**src/rtl/memory_instruction_queue.sv**
```systemverilog
// Bundle queue between the control unit and the APU memory ports.
// Each stored bundle is drained one lane per cycle, lane 0 first, up to its lane count.
module memory_instruction_queue #(
    parameter int unsigned MEMORY_ADDRESS_BITS   = 15,
    parameter int unsigned SUPERSCALAR_LOG_WIDTH = 2,
    parameter int unsigned QUEUE_LOG_DEPTH       = 3,
    localparam int unsigned SW     = 1 << SUPERSCALAR_LOG_WIDTH,
    localparam int unsigned LANE_W = 15 + 3 * MEMORY_ADDRESS_BITS,
    localparam int unsigned DEPTH  = 1 << QUEUE_LOG_DEPTH
) (
    input  logic                             clk,
    input  logic                             reset,
    input  logic                             flush,
    input  logic [LANE_W*SW-1:0]             in_bundle,
    input  logic [SUPERSCALAR_LOG_WIDTH-1:0] in_count,
    input  logic                             in_we,
    output logic                             full,
    output logic                             out_valid,
    input  logic                             out_ready,
    output logic [LANE_W-1:0]                out_lane_data,
    output logic [SUPERSCALAR_LOG_WIDTH-1:0] out_lane_idx,
    output logic                             out_last,
    output logic [QUEUE_LOG_DEPTH:0]         occupancy,
    output logic                             overflow
);

    localparam logic [QUEUE_LOG_DEPTH-1:0]       PtrOne    = 1;
    localparam logic [QUEUE_LOG_DEPTH:0]         OccOne    = 1;
    localparam logic [QUEUE_LOG_DEPTH:0]         OccFull   = DEPTH[QUEUE_LOG_DEPTH:0];
    localparam logic [SUPERSCALAR_LOG_WIDTH-1:0] LaneOne   = 1;

    // Bundle storage; data path only, so no reset.
    logic [LANE_W*SW-1:0]             bundle_mem [DEPTH];
    logic [SUPERSCALAR_LOG_WIDTH-1:0] count_mem  [DEPTH];

    logic [QUEUE_LOG_DEPTH-1:0]       rd_ptr_q, rd_ptr_d;
    logic [QUEUE_LOG_DEPTH-1:0]       wr_ptr_q, wr_ptr_d;
    logic [QUEUE_LOG_DEPTH:0]         occ_q, occ_d;
    logic [SUPERSCALAR_LOG_WIDTH-1:0] lane_idx_q, lane_idx_d;
    logic                             overflow_q, overflow_d;

    logic [LANE_W-1:0]                head_lanes [SW];
    logic                             push, xfer, pop;

    // Head bundle split into lanes, lane 0 taken from the MSBs.
    always_comb begin
        for (int i = 0; i < SW; i++) begin
            head_lanes[i] = bundle_mem[rd_ptr_q][(SW-1-i)*LANE_W +: LANE_W];
        end
    end

    // Output view and handshake decode; full is sampled before any same-cycle pop.
    always_comb begin
        full          = (occ_q == OccFull);
        out_valid     = (occ_q != '0);
        out_lane_data = head_lanes[lane_idx_q];
        out_lane_idx  = lane_idx_q;
        out_last      = out_valid && (lane_idx_q == count_mem[rd_ptr_q]);
        occupancy     = occ_q;
        overflow      = overflow_q;
        push          = in_we && !full && !flush;
        xfer          = out_valid && out_ready && !flush;
        pop           = xfer && out_last;
    end

    // Next-state for pointers, lane index, occupancy and sticky overflow.
    always_comb begin
        rd_ptr_d   = rd_ptr_q;
        wr_ptr_d   = wr_ptr_q;
        occ_d      = occ_q;
        lane_idx_d = lane_idx_q;
        overflow_d = overflow_q;
        if (flush) begin
            rd_ptr_d   = '0;
            wr_ptr_d   = '0;
            occ_d      = '0;
            lane_idx_d = '0;
        end else begin
            if (in_we && full) begin
                overflow_d = 1'b1;
            end
            if (push) begin
                wr_ptr_d = wr_ptr_q + PtrOne;
            end
            if (pop) begin
                rd_ptr_d   = rd_ptr_q + PtrOne;
                lane_idx_d = '0;
            end else if (xfer) begin
                lane_idx_d = lane_idx_q + LaneOne;
            end
            if (push && !pop) begin
                occ_d = occ_q + OccOne;
            end else if (pop && !push) begin
                occ_d = occ_q - OccOne;
            end
        end
    end

    // Control state register; reset dominates flush.
    always_ff @(posedge clk) begin
        if (reset) begin
            rd_ptr_q   <= '0;
            wr_ptr_q   <= '0;
            occ_q      <= '0;
            lane_idx_q <= '0;
            overflow_q <= 1'b0;
        end else begin
            rd_ptr_q   <= rd_ptr_d;
            wr_ptr_q   <= wr_ptr_d;
            occ_q      <= occ_d;
            lane_idx_q <= lane_idx_d;
            overflow_q <= overflow_d;
        end
    end

    // Slot write on an accepted push.
    always_ff @(posedge clk) begin
        if (push && !reset) begin
            bundle_mem[wr_ptr_q] <= in_bundle;
            count_mem[wr_ptr_q]  <= in_count;
        end
    end

endmodule
```
**config.mk**
```make
export PLATFORM = sky130hd
export DESIGN_NAME = memory_instruction_queue
export DESIGN_NICKNAME = d
export VERILOG_FILES = /design/src/rtl/memory_instruction_queue.sv
export SDC_FILE = /design/constraint.sdc
export NUM_CORES = 2
export LEC_CHECK = 0
export CORE_ASPECT_RATIO = 0.5
export CORE_MARGIN = 4
export CORE_UTILIZATION = 40
export DETAILED_ROUTE_END_ITERATION = 12
export PLACE_DENSITY = 0.66
export RECOVER_POWER = 25
export SLEW_MARGIN = 0
export SYNTH_ARGS = -nofsm -noshare
export SYNTH_HDL_FRONTEND = slang
export SYNTH_SLANG_ARGS = --single-unit
```
**constraint.sdc**
```tcl
create_clock -name clk -period 44.9 [get_ports clk]
set_input_delay 8.98 -clock clk [delete_from_list [all_inputs] [get_ports clk]]
set_output_delay 8.98 -clock clk [all_outputs]
set_load 0.02 [all_outputs]
```
==> flow_metrics.py <==
metrics = {
    "cells_and_area": {
        "area_growth_pct": 15.7,
        "num-nets-final": 3509,
        "regArea_sq_um": 58500,
        "drive_gt1_share_pct": 28.2,
        "fillerInstances": 14800,
        "fin_cells": 5902,
        "multi_input_area_sq_um": 14900,
    },
    "synthesis": {
        "syn_avg_cell_area_sq_um": 25.9,
        "synth_top_area_cell": "edfxtp_1",
        "synth.area.top_cells": "edfxtp_1, mux4_2, mux2_2",
        "synth_cells": 2857,
        "yosys.area.top_type_share_pct": 78.6,
        "synth_cell_types": 40,
        "async_flop_share_pct": 0,
        "yosysWarnings": 0,
        "syn_nets": 3110,
        "synth_seq_cells": 1952,
        "synth_flop_cell": "edfxtp_1",
        "synth_edf_count": 1936,
        "synthTopCellsByCount": "edfxtp_1, mux4_2, clkbuf_1",
        "syn_area_sq_um": 74000,
        "yosysMostFrequentCell": "edfxtp_1",
        "yosysSeqAreaShare_pct": 79.0,
    },
    "die": {
        "core_region_area_sq_um": 184000,
        "start_util_pct": 40.3,
        "placementRows": 111,
        "die_w_um": 616,
        "ios": 317,
        "fp.dieArea_sq_um": 192000,
        "die_h_um": 312,
    },
    "timing": {
        "slew_headroom_pct": 24.3,
        "fin_crit_sh_pct": 33.6,
        "min_period_ns": 15.10,
        "rsz0062_at_grt": "false",
        "slew_violations": 0,
        "hold_violations": 0,
        "worstMarginPinSlew_ns": 1.14,
        "fmax_mhz": 66.2,
        "fin_skew_ns": 0.0199,
        "finalSetupViolations": 0,
        "tns_ns": 0,
    },
    "worst_setup_path": {
        "cpMaxStageDelayCell": "buf_4",
        "cpMostUsedCell": "buf_4",
        "cp.arrival_ns": 6.12,
        "worstSetupEndpointType": "output pin",
        "slowest_delay_ns": 0.87,
        "cp-start-kind": "flop",
        "path_class": "reg -> out",
        "crit_chain": "buf_4 -> buf_4 -> buf_4 -> mux4_2 -> mux4_2 -> mux2_2 -> clkdlybuf4s50_1",
        "cp_max_fo": 66,
        "cp.required_ns": 35.92,
    },
    "power_and_ir_drop": {
        "ir_worst_vdd_v": 0.0000287,
        "p_leak_nw": 25.2,
        "cellPowerDensity_nw_per_um2": 41.1,
    },
    "flow_run": {
        "cap_violations": 0,
    },
    "route": {
        "dr.pass1.iters": 6,
        "routed_wl_um": 154000,
        "via_count": 31900,
        "wire_per_inst_um": 26.1,
        "drt_iter0_markers": 2711,
        "drcViolationCount": 0,
        "via_per_inst": 5.40,
        "ant_nets": 0,
    },
    "global_route": {
        "grt_antenna_before_repair": 87,
        "grt_pass1_vias": 34200,
        "grt_usage_pct": 16.1,
        "overflow": 0,
        "grt_max_degree": 124,
        "grt_pass1_wl_um": 231000,
    },
    "placement": {
        "dp_cells": 5564,
        "portBuffers": 316,
        "dp_hpwl_um": 82500,
        "finalWeightedCongestion": 0.752,
    },
    "clock_network": {
        "cts_tree": "done",
        "cts.sinks": 1952,
        "hold_buffers": 0,
        "cts_setup_buffers": 0,
        "clk_latency_ns": 0.80,
        "htreeDepth": 4,
        "cts_max_path_buffers": 3,
        "ctsResizeCount": 0,
        "root_buffer": "clkbuf_16",
        "cts_buffers": 176,
        "path_clk_slew_ns": 0.06,
    },
    "status": {
        "status": "finished, final reports clean",
    },
    "hold_path": {
        "hold_path.class": "reg -> reg",
    },
}
## metrics by stage
stage | area, sq um | util (%) | setup WS, ns | power (mW) | hold slack (ns)
2_1_floorplan | 74000 | - | 11.04 | 2.09 | 0.446
3_3_place_gp | 80200 | 43.7 | 30.54 | 2.13 | 0.458
3_5_place_dp | 80200 | 43.7 | 30.54 | 2.14 | 0.477
4_1_cts | 85600 | 46.6 | 29.66 | 3.55 | 0.496
5_1_grt | 85600 | 46.6 | 29.55 | 3.64 | 0.515
6_report | 85600 | 46.6 | 29.80 | 3.52 | 0.497
## layout by cell type, fill, tap and decap left out, types with 6 or more instances in the layout
cell / netlist / routed
clkinv_1: 0 / 41
buf_4: 12 / 43
clkinv_2: 0 / 28
a21oi_1: 8 / 8
mux2_2: 60 / 60
dfxtp_1: 16 / 11
bufinv_16: 0 / 7
dlygate4sd3_1: 0 / 141
clkdlybuf4s50_1: 0 / 175
edfxtp_1: 1936 / 1936
diode_2: 0 / 17
mux4_2: 601 / 601
buf_12: 0 / 9
clkbuf_1: 78 / 48
clkbuf_16: 0 / 184
nor2_1: 15 / 11
nand2_1: 6 / 6
mux2i_1: 11 / 11
## state kept, by name, summed over array words and instances (netlist names), named ones only
register	count
overflow	1
occupancy	4
count_mem	16
rd_ptr_q	3
wr_ptr_q	3
out_lane_idx	2
bundle_mem	1920
## worst max-delay path: cells and delay by family (launching register included)
family	cells	cell delay, ns
buffers and inverters	4	3.02
multiplexers	3	1.28
flip-flops	1	0.81
## final timing paths
kind                            end      from  depth (start not counted)  slack [ns]
hold reg to reg            overflow  overflow                          2        0.50
hold / removal             overflow  overflow                          2        0.50
setup / recovery  out_lane_data[42]      flop                          7       29.80
setup reg to reg       occupancy[3]      flop                         14       39.71
## power by group
group | switching, mW | internal [mW] | leakage, nW
logic | 0.0431 | 0.0372 | 4.99
registers | 0.00250 | 2.01 | 17.6
clock network | 0.630 | 0.794 | 2.65
## final cells by class
type	instances	area share, %
Antenna cell	17	0.0497
Clock buffer	236	5.65
Inverter	4	0.0175
Timing Repair Buffer	368	4.28
Tap cell	2486	3.63
Multi-Input combinational cell	754	17.4
Clock inverter	85	0.682
Sequential cell	1952	68.3
## kinds of logic after synthesis
logic type | synth area share, %
and+or+nand+nor | 0.342
buffers and inverters | 0.932
muxes | 19.4
xor gates and xnor gates | 0.0710
DFF | 79.0
AOI/OAI and AO/OA | 0.201
adders and majority gates | 0.112
## metal layers
metal  up-vias  wire [um]  global-route usage, %
met5         -         13                      0
met4         2       4120                   4.43
met2       893      84000                   29.4
li1      13400          -                      -
met3       325       6600                   2.30
met1     17300      59400                   20.1
Power figures use the tool's default switching activity.
